File: src/rtl/uart_channel_link.sv
// 16-bit word UART channel: TX sends a word as two 8E1 frames (low byte first),
// RX reassembles two frames into a word with parity and framing checks.
module uart_channel_link #(
  parameter int unsigned CLK_FREQ_HZ = 50000000,
  parameter int unsigned OVERSAMPLE  = 16
) (
  input  logic        clk,
  input  logic        reset,
  input  logic [2:0]  baud_select,
  input  logic [15:0] data_in,
  input  logic        transfer_data,
  input  logic        RX_EN,
  input  logic        RxD,
  output logic        TxD,
  output logic        tx_busy,
  output logic [15:0] data_out,
  output logic        rx_valid,
  output logic        rx_error
);

  localparam int unsigned DW = 16;
  localparam int unsigned TW = $clog2(OVERSAMPLE);
  localparam logic [TW-1:0] TICK_LAST = TW'(OVERSAMPLE - 1);
  localparam logic [TW-1:0] TICK_HALF = TW'(OVERSAMPLE / 2 - 1);

  function automatic int unsigned div_for(input int unsigned baud);
    return (CLK_FREQ_HZ + (OVERSAMPLE * baud) / 2) / (OVERSAMPLE * baud);
  endfunction

  localparam logic [DW-1:0] DIV_LAST_0 = DW'(div_for(300) - 1);
  localparam logic [DW-1:0] DIV_LAST_1 = DW'(div_for(1200) - 1);
  localparam logic [DW-1:0] DIV_LAST_2 = DW'(div_for(4800) - 1);
  localparam logic [DW-1:0] DIV_LAST_3 = DW'(div_for(9600) - 1);
  localparam logic [DW-1:0] DIV_LAST_4 = DW'(div_for(19200) - 1);
  localparam logic [DW-1:0] DIV_LAST_5 = DW'(div_for(38400) - 1);
  localparam logic [DW-1:0] DIV_LAST_6 = DW'(div_for(57600) - 1);
  localparam logic [DW-1:0] DIV_LAST_7 = DW'(div_for(115200) - 1);

  logic [DW-1:0] div_last;

  always_comb begin
    case (baud_select)
      3'd0:    div_last = DIV_LAST_0;
      3'd1:    div_last = DIV_LAST_1;
      3'd2:    div_last = DIV_LAST_2;
      3'd3:    div_last = DIV_LAST_3;
      3'd4:    div_last = DIV_LAST_4;
      3'd5:    div_last = DIV_LAST_5;
      3'd6:    div_last = DIV_LAST_6;
      default: div_last = DIV_LAST_7;
    endcase
  end

  // ---------------------------------------------------------------- transmit
  typedef enum logic [2:0] {TX_IDLE, TX_START, TX_DATA, TX_PARITY, TX_STOP} tx_state_t;

  tx_state_t     tx_state, tx_state_n;
  logic [DW-1:0] tx_div, tx_div_n;
  logic [TW-1:0] tx_tick, tx_tick_n;
  logic [2:0]    tx_bit, tx_bit_n;
  logic          tx_byte, tx_byte_n;
  logic [15:0]   tx_word, tx_word_n;
  logic          txd_n, tx_busy_n;
  logic          trig_q1, trig_q2, trig_rise;
  logic          tx_tick_en, tx_bit_done;
  logic [7:0]    tx_cur;

  always_ff @(posedge clk or negedge reset) begin
    if (!reset) begin
      trig_q1  <= 1'b0;
      trig_q2  <= 1'b0;
      tx_state <= TX_IDLE;
      tx_div   <= '0;
      tx_tick  <= '0;
      tx_bit   <= '0;
      tx_byte  <= 1'b0;
      tx_word  <= '0;
      TxD      <= 1'b1;
      tx_busy  <= 1'b0;
    end else begin
      trig_q1  <= transfer_data;
      trig_q2  <= trig_q1;
      tx_state <= tx_state_n;
      tx_div   <= tx_div_n;
      tx_tick  <= tx_tick_n;
      tx_bit   <= tx_bit_n;
      tx_byte  <= tx_byte_n;
      tx_word  <= tx_word_n;
      TxD      <= txd_n;
      tx_busy  <= tx_busy_n;
    end
  end

  always_comb begin
    trig_rise   = trig_q1 & ~trig_q2;
    tx_tick_en  = (tx_div == div_last);
    tx_bit_done = tx_tick_en && (tx_tick == TICK_LAST);
    tx_state_n  = tx_state;
    tx_div_n    = tx_tick_en ? '0 : tx_div + 1'b1;
    tx_tick_n   = tx_tick_en ? tx_tick + 1'b1 : tx_tick;
    tx_bit_n    = tx_bit;
    tx_byte_n   = tx_byte;
    tx_word_n   = tx_word;
    tx_busy_n   = tx_busy;
    if (tx_bit_done) tx_tick_n = '0;
    case (tx_state)
      TX_IDLE: begin
        tx_div_n  = '0;
        tx_tick_n = '0;
        if (trig_rise) begin
          tx_state_n = TX_START;
          tx_word_n  = data_in;
          tx_byte_n  = 1'b0;
          tx_busy_n  = 1'b1;
        end
      end
      TX_START: if (tx_bit_done) begin
        tx_state_n = TX_DATA;
        tx_bit_n   = '0;
      end
      TX_DATA: if (tx_bit_done) begin
        if (tx_bit == 3'd7) tx_state_n = TX_PARITY;
        else                tx_bit_n   = tx_bit + 1'b1;
      end
      TX_PARITY: if (tx_bit_done) tx_state_n = TX_STOP;
      TX_STOP: if (tx_bit_done) begin
        if (!tx_byte) begin
          tx_state_n = TX_START;
          tx_byte_n  = 1'b1;
        end else begin
          tx_state_n = TX_IDLE;
          tx_busy_n  = 1'b0;
        end
      end
      default: tx_state_n = TX_IDLE;
    endcase
    // TxD is registered from the next-state view so the line changes with the state
    tx_cur = tx_byte_n ? tx_word_n[15:8] : tx_word_n[7:0];
    case (tx_state_n)
      TX_START:  txd_n = 1'b0;
      TX_DATA:   txd_n = tx_cur[tx_bit_n];
      TX_PARITY: txd_n = ^tx_cur;
      default:   txd_n = 1'b1;
    endcase
  end

  // ----------------------------------------------------------------- receive
  typedef enum logic [2:0] {RX_IDLE, RX_START, RX_DATA, RX_PARITY, RX_STOP} rx_state_t;

  rx_state_t     rx_state, rx_state_n;
  logic          rx_s1, rx_sync, rx_prev, rx_fall;
  logic [DW-1:0] rx_div, rx_div_n;
  logic [TW-1:0] rx_tick, rx_tick_n;
  logic [2:0]    rx_bit, rx_bit_n;
  logic          rx_byte, rx_byte_n;
  logic [7:0]    rx_shift, rx_shift_n;
  logic [7:0]    rx_low, rx_low_n;
  logic          rx_par, rx_par_n;
  logic [15:0]   data_out_n;
  logic          rx_valid_n, rx_error_n;
  logic          rx_tick_en, rx_mid;

  always_ff @(posedge clk or negedge reset) begin
    if (!reset) begin
      rx_s1    <= 1'b1;
      rx_sync  <= 1'b1;
      rx_prev  <= 1'b1;
      rx_state <= RX_IDLE;
      rx_div   <= '0;
      rx_tick  <= '0;
      rx_bit   <= '0;
      rx_byte  <= 1'b0;
      rx_shift <= '0;
      rx_low   <= '0;
      rx_par   <= 1'b0;
      data_out <= '0;
      rx_valid <= 1'b0;
      rx_error <= 1'b0;
    end else begin
      rx_s1    <= RxD;
      rx_sync  <= rx_s1;
      rx_prev  <= rx_sync;
      rx_state <= rx_state_n;
      rx_div   <= rx_div_n;
      rx_tick  <= rx_tick_n;
      rx_bit   <= rx_bit_n;
      rx_byte  <= rx_byte_n;
      rx_shift <= rx_shift_n;
      rx_low   <= rx_low_n;
      rx_par   <= rx_par_n;
      data_out <= data_out_n;
      rx_valid <= rx_valid_n;
      rx_error <= rx_error_n;
    end
  end

  always_comb begin
    rx_fall    = rx_prev & ~rx_sync;
    rx_tick_en = (rx_div == div_last);
    rx_mid     = rx_tick_en && (rx_tick == TICK_LAST);
    rx_state_n = rx_state;
    rx_div_n   = rx_tick_en ? '0 : rx_div + 1'b1;
    rx_tick_n  = rx_tick_en ? rx_tick + 1'b1 : rx_tick;
    rx_bit_n   = rx_bit;
    rx_byte_n  = rx_byte;
    rx_shift_n = rx_shift;
    rx_low_n   = rx_low;
    rx_par_n   = rx_par;
    data_out_n = data_out;
    rx_valid_n = 1'b0;
    rx_error_n = 1'b0;
    case (rx_state)
      RX_IDLE: begin
        rx_div_n  = '0;
        rx_tick_n = '0;
        if (rx_fall) rx_state_n = RX_START;
      end
      // Half a bit after the falling edge; later samples land one full bit apart
      RX_START: if (rx_tick_en && rx_tick == TICK_HALF) begin
        rx_tick_n = '0;
        if (rx_sync) rx_state_n = RX_IDLE;
        else begin
          rx_state_n = RX_DATA;
          rx_bit_n   = '0;
        end
      end
      RX_DATA: if (rx_mid) begin
        rx_shift_n = {rx_sync, rx_shift[7:1]};
        if (rx_bit == 3'd7) rx_state_n = RX_PARITY;
        else                rx_bit_n   = rx_bit + 1'b1;
      end
      RX_PARITY: if (rx_mid) begin
        rx_par_n   = rx_sync;
        rx_state_n = RX_STOP;
      end
      RX_STOP: if (rx_mid) begin
        rx_state_n = RX_IDLE;
        if ((rx_par != ^rx_shift) || !rx_sync) begin
          rx_error_n = 1'b1;
          rx_byte_n  = 1'b0;
        end else if (!rx_byte) begin
          rx_low_n  = rx_shift;
          rx_byte_n = 1'b1;
        end else begin
          data_out_n = {rx_shift, rx_low};
          rx_valid_n = 1'b1;
          rx_byte_n  = 1'b0;
        end
      end
      default: rx_state_n = RX_IDLE;
    endcase
    if (!RX_EN) begin
      rx_state_n = RX_IDLE;
      rx_byte_n  = 1'b0;
      rx_div_n   = '0;
      rx_tick_n  = '0;
      data_out_n = data_out;
      rx_valid_n = 1'b0;
      rx_error_n = 1'b0;
    end
  end

endmodule

File: config.mk
export PLATFORM = sky130hd
export DESIGN_NAME = uart_channel_link
export DESIGN_NICKNAME = d
export VERILOG_FILES = /design/src/rtl/uart_channel_link.sv
export SDC_FILE = /design/constraint.sdc
export NUM_CORES = 1
export LEC_CHECK = 0
export CORE_ASPECT_RATIO = 1.4
export CORE_MARGIN = 2
export CORE_UTILIZATION = 59
export CTS_CLUSTER_SIZE = 14
export DETAILED_ROUTE_END_ITERATION = 6
export MAX_ROUTING_LAYER = met4
export PLACE_DENSITY = 0.78
export SLEW_MARGIN = 10
export SYNTH_ARGS = -nofsm -noshare
export SYNTH_HDL_FRONTEND = slang
export SYNTH_SLANG_ARGS = --single-unit
File: constraint.sdc
create_clock -name clk -period 3.5 [get_ports clk]
set_input_delay 0.35 -clock clk [delete_from_list [all_inputs] [get_ports clk]]
set_output_delay 0.35 -clock clk [all_outputs]
set_load 0.02 [all_outputs]
==> flow_metrics.py, run 1 <==
metrics = {
    "status": {
        "status": "finished, final reports clean",
    },
    "critical_path": {
        "crit_path_cell_trace": "clkdlybuf4s50_1 > buf_4 > xor2_1 > a32oi_1 > o221ai_1 > nand4_1 > o21a_1 > mux2_2 > xnor2_1 > xnor2_1 > a21oi_1 > a41oi_1",
        "crit_buf_inv": 2,
        "critical_path.startpoint": "baud_select[1]",
        "slowest_delay_ns": 0.66,
        "cp_max_fo": 11,
        "crit_family": "compound AO/OA/AOI/OAI gates",
        "crit_type": "in -> reg",
        "path_common_cell": "xnor2_1",
        "crit_path_end_kind": "flip-flop",
        "slowest_stage": "clkdlybuf4s50_1",
        "crit_arrival_ns": 3.46,
        "worstPathRequired_ns": 3.77,
        "r2r_start": "tx_div[6]",
        "critPathLaunchType": "primary input",
    },
    "clock_tree": {
        "htree_levels": 3,
        "clock-sinks": 112,
        "cts_buffers": 9,
        "max-clock-path-buffers": 2,
        "cts_tree": "built",
        "hold_buffers": 0,
        "root_buffer": "clkbuf_16",
        "clk-insertion-delay-late_ns": 0.35,
        "clk_pin_slew_ns": 0.08,
        "cts_setup_buffers": 0,
        "cts.repair.resized": 0,
    },
    "synth": {
        "synth_cell_types": 74,
        "synth_xor_area_share_pct": 8.62,
        "synthSimpleGateAreaFrac_pct": 18.8,
        "synth_top_family_by_area": "simple AND/OR/NAND/NOR gates",
        "seq_area_frac_synth_pct": 44.6,
        "ys.flop_type": "dfrtp_1",
        "synth_compound_area_share_pct": 9.62,
        "synth.area.top_cells": "dfrtp_1, mux2_2, xnor2_1",
        "synthAdderAreaFrac_pct": 1.39,
        "ys_seq_elements": 112,
        "yosysWarnings": 0,
        "synthCells": 611,
        "synth.top_cells.by_count": "dfrtp_1, nor2_1, mux2_2",
        "yosysTopAreaCell": "dfrtp_1",
        "synth-edff-count": 0,
        "async_reset_ff_share_pct": 100,
        "synth.net_count": 642,
        "syn-cell-area_um2": 6300,
        "synth_most_common_cell": "dfrtp_1",
        "synth_area_per_cell_um2": 10.3,
        "muxShareOfSynthArea_pct": 12.0,
        "yosysTopAreaCellShare_pct": 42.9,
    },
    "cells_and_area": {
        "insertedDiodeCount": 0,
        "area_growth_pct": 13.9,
        "nets": 680,
        "drive_above_1_share_pct": 16.7,
        "final_cell_area_um2": 7170,
    },
    "timing": {
        "worst_slack_ns": 0.312,
        "tightest_slew_ns": 0.798,
        "period_needed_ns": 3.19,
        "slew_violations": 0,
        "timing.fmax_mhz": 314,
        "max_slew_margin_pct": 46.8,
        "hold_viol_final": 0,
        "setup_viol": 0,
        "post-route-period-util_pct": 91.1,
        "rsz0062_at_grt": "false",
        "clock_skew_ns": 0.0114,
        "tns_ns": 0,
    },
    "run": {
        "cap_violations": 0,
    },
    "power": {
        "pwr_density_cell_nw_per_um2": 446,
        "finalPower_mw": 3.20,
        "combinationalPowerShare_pct": 21.0,
        "ir_drop_mv": 0.395,
        "seqPwrFrac_pct": 46.8,
        "p_int_mw": 2.25,
        "clkPwrFrac_pct": 32.2,
        "power.leakage_nw": 3.11,
        "swShare_pct": 29.7,
        "netSwitchingPower_uw": 949,
    },
    "route": {
        "wl_per_cell_um": 16.1,
        "first_pass_iters": 4,
        "drt_iter0_markers": 220,
        "vias_per_cell": 5.80,
        "dr_total_vias": 4595,
        "final_antenna_net_count": 0,
        "wl_um": 12800,
        "drc": 0,
    },
    "die": {
        "pin_count": 44,
        "design.die.area_um2": 11500,
        "die_w_um": 91.3,
        "die_h_um": 126,
        "start_util_pct": 60.5,
        "num_rows": 44,
        "core_area_um2": 10400,
    },
    "placed_design": {
        "place_ws_ns": -0.0329,
        "dpl-instance-area_um2": 6870,
        "gp_congestion": 0.907,
        "port-buffer-count": 43,
        "hpwl_um": 9150,
    },
    "global_route": {
        "track_usage_pct": 24.8,
        "antenna_found_initial": 0,
        "grt_start_max_net_pins": 64,
        "grt.overflow.total": 0,
        "grt_first_pass_wirelength_um": 22500,
        "grt_pass1_vias": 4856,
    },
    "worst_hold_path": {
        "min_path_type": "in -> async",
    },
}
==> sequential cells by signal, summed over array words and instances, names as in the netlist, 3 cells and up <==
signal    flops
rx_low        8
rx_shift      8
rx_tick       4
tx_state      3
tx_bit        3
rx_state      3
data_out     16
tx_div       16
rx_div       16
tx_tick       4
tx_word      16
rx_bit        3
==> worst register-to-register path, stage by stage, from the launching register on <==
cell       delay (ns)
dfrtp_1          0.55
and2_1           0.18
o211ai_1         0.08
a222oi_1         0.53
nand3_1          0.29
nor3_2           0.32
a2bb2oi_4        0.30
mux2i_1          0.24
mux2i_1          0.09
a31oi_1          0.17
a41oi_1          0.14
==> cell families (layout without fill, tap and decap cells) <==
| kind of cell | Yosys count | in the layout |
|---|---|---|
| buf+inv | 62 | 105 |
| compound gates | 85 | 85 |
| fa+ha+maj | 7 | 7 |
| simple gates | 217 | 217 |
| mux | 66 | 66 |
| xor+xnor | 62 | 62 |
| flops | 112 | 112 |
==> routing by layer <==
metal	GRT usage [%]	part of all wire, %
met5	-	0
met4	11.1	2.9
met3	2.87	2.3
met2	42.5	53
met1	29.2	41
==> layout by cell type (no fill, tap or decap), types with 5 or more instances in the layout <==
cell type,synthesis,routed
nor3_1,11,11
xnor2_1,39,39
a211oi_1,5,5
dfrtp_1,108,108
inv_1,26,26
nor2b_1,9,9
a21oi_1,11,11
nand2b_1,8,8
o21ai_0,22,22
clkdlybuf4s50_1,0,42
mux2_2,42,42
nor3b_1,7,7
ha_1,7,7
clkbuf_16,0,9
xor2_1,23,23
and3_1,11,11
buf_4,3,17
nand4_1,6,6
mux2_4,9,9
nand3_1,27,27
nor2_1,68,68
nand2_1,32,32
mux2i_1,15,15
==> per-stage QoR <==
stage / cells / hold WS, ns / util (%)
detailed placement: 776 / 0.351 / 66.0
finish: 792 / 0.0747 / 68.9
CTS: 792 / 0.104 / 68.9
global placement: 776 / 0.350 / 66.0
floorplan: 611 / 0.0544 / -
global route: 792 / 0.155 / 68.9
==> power by group through the flow <==
stage | sequential [mW] | clock (mW) | combinational, mW
final | 1.50 | 1.03 | 0.672
after floorplan | 1.48 | 0 | 0.551
after global routing | 1.52 | 1.10 | 0.764
after global placement | 1.51 | 0 | 0.666
after CTS | 1.50 | 1.05 | 0.682
after detailed placement | 1.52 | 0 | 0.678
==> final timing paths <==
path	to	depth (start not counted)	slack, ns
max	TxD	12	0.31
min	rx_div[12]	1	0.07
max reg2reg	TxD	10	0.54
min reg2reg	rx_sync	0	0.37
max in group asynchronous	rx_sync	2	2.53
min in group clk	rx_sync	0	0.37
==> cell type report <==
| class | count | area [µm²] |
|---|---|---|
| Clock buffer | 9 | 225 |
| Clock inverter | 7 | 80.1 |
| Fill cell | 769 | 3230 |
| Inverter | 27 | 101 |
| Multi-Input combinational cell | 437 | 3180 |
| Sequential cell | 112 | 2810 |
| Tap cell | 138 | 173 |
| Timing Repair Buffer | 62 | 608 |
Note: power is estimated with default switching activity, not from simulation.
==> inputs of run 2 (changes only) <==
==> constraint.sdc (replaced) <==
create_clock -name clk -period 3.5 [get_ports clk]
set_input_delay 0.7 -clock clk [delete_from_list [all_inputs] [get_ports clk]]
set_output_delay 0.7 -clock clk [all_outputs]
set_load 0.02 [all_outputs]
==> flow_metrics.py, run 2 (same netlist as run 1, synthesis figures left out) <==
metrics = {
    "die": {
        "core_area_um2": 10400,
        "die_h_um": 126,
        "die_w_um": 91.3,
        "design.die.area_um2": 11500,
        "pin_count": 44,
        "start_util_pct": 60.5,
        "num_rows": 44,
    },
    "route": {
        "wl_um": 13700,
        "wl_per_cell_um": 16.5,
        "vias_per_cell": 5.69,
        "first_pass_iters": 4,
        "dr_total_vias": 4732,
        "drt_iter0_markers": 224,
        "final_antenna_net_count": 0,
        "drc": 0,
    },
    "timing": {
        "slew_violations": 0,
        "worst_slack_ns": 0.131,
        "clock_skew_ns": 0.00996,
        "post-route-period-util_pct": 96.3,
        "timing.fmax_mhz": 297,
        "tns_ns": 0,
        "tightest_slew_ns": 0.814,
        "setup_viol": 0,
        "max_slew_margin_pct": 45.7,
        "hold_viol_final": 0,
        "period_needed_ns": 3.37,
    },
    "global_route": {
        "grt_start_max_net_pins": 61,
        "grt_pass1_vias": 4802,
        "grt_first_pass_wirelength_um": 22800,
        "track_usage_pct": 25.3,
        "antenna_found_initial": 0,
        "grt.overflow.total": 0,
    },
    "placed_design": {
        "gp_congestion": 0.868,
        "hpwl_um": 9550,
        "port-buffer-count": 43,
        "dp.cells": 812,
        "dpl-instance-area_um2": 7150,
        "place_ws_ns": -0.301,
    },
    "critical_path": {
        "reg2reg_depth": 12,
        "crit_path_end_kind": "flip-flop",
        "path_depth": 14,
        "critPathLaunchType": "primary input",
        "crit_arrival_ns": 3.64,
        "regToRegSetupSlack_ns": 0.67,
        "crit_type": "in -> reg",
        "crit_buf_inv": 4,
        "cp_max_fo": 18,
        "crit_family": "buffers and inverters",
        "timing.rr.end": "TxD",
        "slowest_stage": "clkdlybuf4s50_1",
        "crit_path_cell_trace": "clkdlybuf4s50_1 > buf_4 > xor2_1 > mux2i_1 > o221ai_1 > o311a_1 > and4b_1 > buf_4 > nand3_1 > o211a_1 > a211oi_1 > buf_4 > nand2_1 > mux2i_1",
        "path_common_cell": "buf_4",
        "r2r_start": "tx_div[8]",
        "slowest_delay_ns": 0.47,
        "worstPathRequired_ns": 3.77,
    },
    "cells_and_area": {
        "final_common_cell": "dfrtp_1",
        "drive_above_1_share_pct": 21.9,
        "layout_common_cells": "dfrtp_1, nor2_1, buf_4, mux2_2, clkdlybuf4s50_1",
        "nets": 719,
        "insertedDiodeCount": 0,
        "area_growth_pct": 19.7,
        "final_cell_area_um2": 7530,
        "instances_no_fill": 831,
    },
    "clock_tree": {
        "htree_levels": 3,
        "max-clock-path-buffers": 2,
        "cts_tree": "built",
        "root_buffer": "clkbuf_16",
        "clk_pin_slew_ns": 0.08,
        "clock-sinks": 112,
        "cts_buffers": 9,
        "clk-insertion-delay-late_ns": 0.35,
    },
    "power": {
        "pwr_density_cell_nw_per_um2": 429,
        "ir_drop_mv": 0.331,
        "power.leakage_nw": 3.33,
        "finalPower_mw": 3.23,
    },
    "worst_hold_path": {
        "min_path_type": "reg -> reg",
        "min_path_cells": 0,
        "min-delay-start": "rx_s1",
        "hold_end": "rx_sync",
    },
    "run": {
        "cap_violations": 0,
    },
    "status": {
        "status": "finished, final reports clean",
    },
}
## run 2: report_power, final
part	internal (mW)	total, mW	leakage [nW]	switching [mW]
registers	1.39	1.50	1.49	0.104
clock network	0.503	1.01	0.142	0.510
logic	0.378	0.723	1.70	0.345
total	2.28	3.23	3.33	0.958
## run 2: cell type report
| cell class | instances | area [µm²] |
|---|---|---|
| clock inverter | 7 | 75.1 |
| inverter | 27 | 101 |
| sequential | 112 | 2810 |
| multi-input combinational | 438 | 3240 |
| fill | 753 | 2870 |
| timing repair buffer | 100 | 912 |
| tap | 138 | 173 |
| clock buffer | 9 | 225 |
## run 2: stage by stage
step / util [%] / hold WS (ns)
finish: 72.4 / 0.363
global placement: 68.7 / 0.351
global route: 72.4 / 0.367
floorplan: - / 0.345
CTS: 71.6 / 0.364
detailed placement: 68.7 / 0.349
## run 2: worst max-delay path by stage
| stage | slack [ns] | from | endpoint |
|---|---|---|---|
| after floorplan | 0.33 | baud_select[2] | data_out[10] |
| after global placement | -0.26 | baud_select[2] | TxD |
| after detailed placement | -0.30 | baud_select[1] | TxD |
| after CTS | 0.06 | baud_select[2] | TxD |
| after global routing | -0.02 | baud_select[2] | TxD |
| final | 0.13 | baud_select[2] | rx_bit[0] |
## run 2: repair_timing
action	in CTS	in global routing
setup buffers	0	2
hold buffers	0	0
gates resized for setup	0	11
setup endpoints to repair	0	5
## run 2: routing by layer
| layer | share of wire, % | up-vias | track usage, % | wire [µm] |
|---|---|---|---|---|
| li1 | - | 2291 | - | - |
| met1 | 42 | 2355 | 30.4 | 5780 |
| met2 | 54 | 67 | 44.0 | 7410 |
| met3 | 2.1 | 19 | 3.35 | 295 |
| met4 | 1.7 | 0 | 8.47 | 236 |
| met5 | 0 | - | - | 0 |
==> inputs of run 3 (changes only) <==
--- a/config.mk
+++ b/config.mk
@@ -5,6 +5,7 @@
 export SDC_FILE = /design/constraint.sdc
 export NUM_CORES = 1
 export LEC_CHECK = 0
+export ABC_AREA = 1
 export CORE_ASPECT_RATIO = 1.4
 export CORE_MARGIN = 2
 export CORE_UTILIZATION = 59
==> constraint.sdc (replaced) <==
create_clock -name clk -period 3.4 [get_ports clk]
set_input_delay 0.68 -clock clk [delete_from_list [all_inputs] [get_ports clk]]
set_output_delay 0.68 -clock clk [all_outputs]
set_load 0.01 [all_outputs]
==> flow_metrics.py, run 3 <==
metrics = {
    "synth": {
        "synth_area_per_cell_um2": 7.57,
        "synth_most_common_cell": "nand2_1",
        "yosysTopAreaCellShare_pct": 43.0,
        "async_reset_ff_share_pct": 100,
        "yosysTopAreaCell": "dfrtp_1",
        "syn-cell-area_um2": 6290,
        "ys_seq_elements": 112,
        "synth.top_cells.by_count": "nand2_1, inv_1, dfrtp_1",
        "synth_cell_types": 45,
        "synth-edff-count": 0,
        "synth.net_count": 862,
        "ys.flop_type": "dfrtp_1",
        "seq_area_frac_synth_pct": 44.7,
        "synthCells": 831,
        "yosysWarnings": 0,
        "synth.area.top_cells": "dfrtp_1, nand2_1, inv_1",
    },
    "placed_design": {
        "dp.cells": 1010,
        "port-buffer-count": 43,
        "gp_congestion": 0.976,
        "hpwl_um": 10700,
    },
    "critical_path": {
        "critPathLaunchType": "primary input",
        "crit_type": "in -> reg",
        "worstPathRequired_ns": 3.69,
        "reg2reg_depth": 15,
        "crit_path_end_kind": "flip-flop",
        "crit_arrival_ns": 3.40,
        "cp_max_fo": 21,
    },
    "cells_and_area": {
        "instances_no_fill": 1026,
        "nets": 914,
        "drive_above_1_share_pct": 8.67,
        "insertedDiodeCount": 0,
        "layout_common_cells": "nand2_1, inv_1, dfrtp_1, nor2_1, nand3_1",
        "fillerInstances": 816,
        "final_common_cell": "nand2_1",
        "area_growth_pct": 14.9,
    },
    "clock_tree": {
        "htree_levels": 3,
        "clk_pin_slew_ns": 0.08,
        "max-clock-path-buffers": 2,
        "clk-insertion-delay-late_ns": 0.36,
        "cts_tree": "built",
        "cts_buffers": 9,
        "cts.repair.resized": 0,
        "clock-sinks": 112,
        "hold_buffers": 0,
        "root_buffer": "clkbuf_16",
        "cts_setup_buffers": 0,
    },
    "route": {
        "wl_um": 14200,
        "first_pass_iters": 7,
        "vias_per_cell": 5.38,
        "wl_per_cell_um": 13.8,
        "dr_total_vias": 5517,
        "final_antenna_net_count": 0,
        "drt_iter0_markers": 230,
        "drc": 0,
    },
    "die": {
        "pin_count": 44,
        "design.die.area_um2": 11500,
        "core_area_um2": 10400,
        "die_h_um": 126,
        "num_rows": 44,
        "start_util_pct": 60.4,
        "die_w_um": 91.2,
    },
    "timing": {
        "period_needed_ns": 3.11,
        "tightest_slew_ns": 0.632,
        "setup_viol": 0,
        "timing.fmax_mhz": 322,
        "clock_skew_ns": 0.0129,
        "slew_violations": 0,
        "max_slew_margin_pct": 57.8,
        "hold_viol_final": 0,
        "tns_ns": 0,
        "rsz0062_at_grt": "false",
        "post-route-period-util_pct": 91.5,
    },
    "power": {
        "finalPower_mw": 4.19,
        "ir_drop_mv": 0.458,
        "pwr_density_cell_nw_per_um2": 580,
        "power.leakage_nw": 3.56,
    },
    "global_route": {
        "grt.overflow.total": 0,
        "antenna_found_initial": 0,
        "grt_first_pass_wirelength_um": 24200,
        "grt_start_max_net_pins": 50,
        "track_usage_pct": 26.6,
        "grt_pass1_vias": 5492,
    },
    "run": {
        "cap_violations": 0,
    },
    "status": {
        "status": "finished, final reports clean",
    },
    "worst_hold_path": {
        "min_path_type": "in -> async",
    },
}
-- run 3: cell types whose count changed after synthesis, sizes merged, moves of 8 or more --
cell,previous run,this run
xnor2,39,7
mux2,51,2
nand4,7,20
inv,27,127
o21ai,22,60
mux2i,15,1
xor2,23,15
nand2b,8,0
nor2b,10,0
and3,11,3
clkbuf,19,4
nand3,27,70
nand2,33,254
-- run 3: power by group --
part / internal, mW / total [mW] / switching [mW]
clock: 0.544 / 1.11 / 0.568
combinational: 0.503 / 1.45 / 0.947
sequential: 1.52 / 1.63 / 0.107
-- run 3: logic make-up (layout without fill, tap and decap cells) --
logic type / count (synthesis) / in the layout / share of synthesized area [%]
buf+inv: 143 / 200 / 9.35
xor+xnor: 22 / 22 / 3.06
simple gates: 457 / 457 / 33.7
flops: 112 / 112 / 44.7
compound gates: 87 / 87 / 7.30
fa+ha+maj: 7 / 7 / 1.39
mux: 3 / 3 / 0.517
-- run 3: worst max-delay path, stage by stage --
cell and delay, ns:
clkdlybuf4s50_1 0.46, buf_4 0.21, nor2_4 0.17, nand2_2 0.13, nand2_1 0.09, nand3_1 0.09
nor2_1 0.14, nand3_1 0.14, nor2_4 0.17, nand4_4 0.09, nand2_2 0.32, nand2_1 0.09
o21ai_1 0.14, nand2_1 0.07, nand2_1 0.09, nand2_1 0.06, nand2_1 0.05, nand2_1 0.05
nand3_1 0.07, nand3_1 0.06
-- run 3: per-layer routing --
layer	GRT usage [%]	wire length [µm]	share of wire, %	vias to the layer above
met1	30.0	5650	40	2548
met2	46.3	7320	52	174
met5	-	0	0	-
met4	15.0	640	4.5	0
met3	2.45	552	3.9	46
li1	-	-	-	2749
-- run 3: path summary, 6_finish.rpt --
check	startpoint	end	slack, ns
worst max-delay path	baud_select[0]	TxD	0.29
worst min-delay path	reset	tx_div[8]	0.34
worst max register to register	tx_state[0]	TxD	0.61
worst min register to register	rx_s1	rx_sync	0.36
max in group asynchronous	reset	rx_bit[0]	2.32
min in group clk	rx_s1	rx_sync	0.36
-- run 3: per-stage QoR --
step	cell area [µm²]	hold slack (ns)	worst slack (ns)	utilization, %
final	7220	0.336	0.290	69.4
after detailed placement	6900	0.348	-0.0454	66.3
after CTS	7220	0.358	0.319	69.4
after floorplan	6290	0.345	0.899	-
after global routing	7220	0.369	0.0173	69.4
after global placement	6900	0.346	0.0437	66.3
-- run 3: area by class of cell --
class                           instances  area (µm²)  share of cell area (%)
Timing Repair Buffer                   56         551                    7.62
Clock buffer                            9         225                    3.12
Sequential cell                       112        2810                    38.9
Multi-Input combinational cell        576        2890                    40.0
Inverter                              128         480                    6.65
Tap cell                              138         173                    2.39
Clock inverter                          7        96.3                    1.33
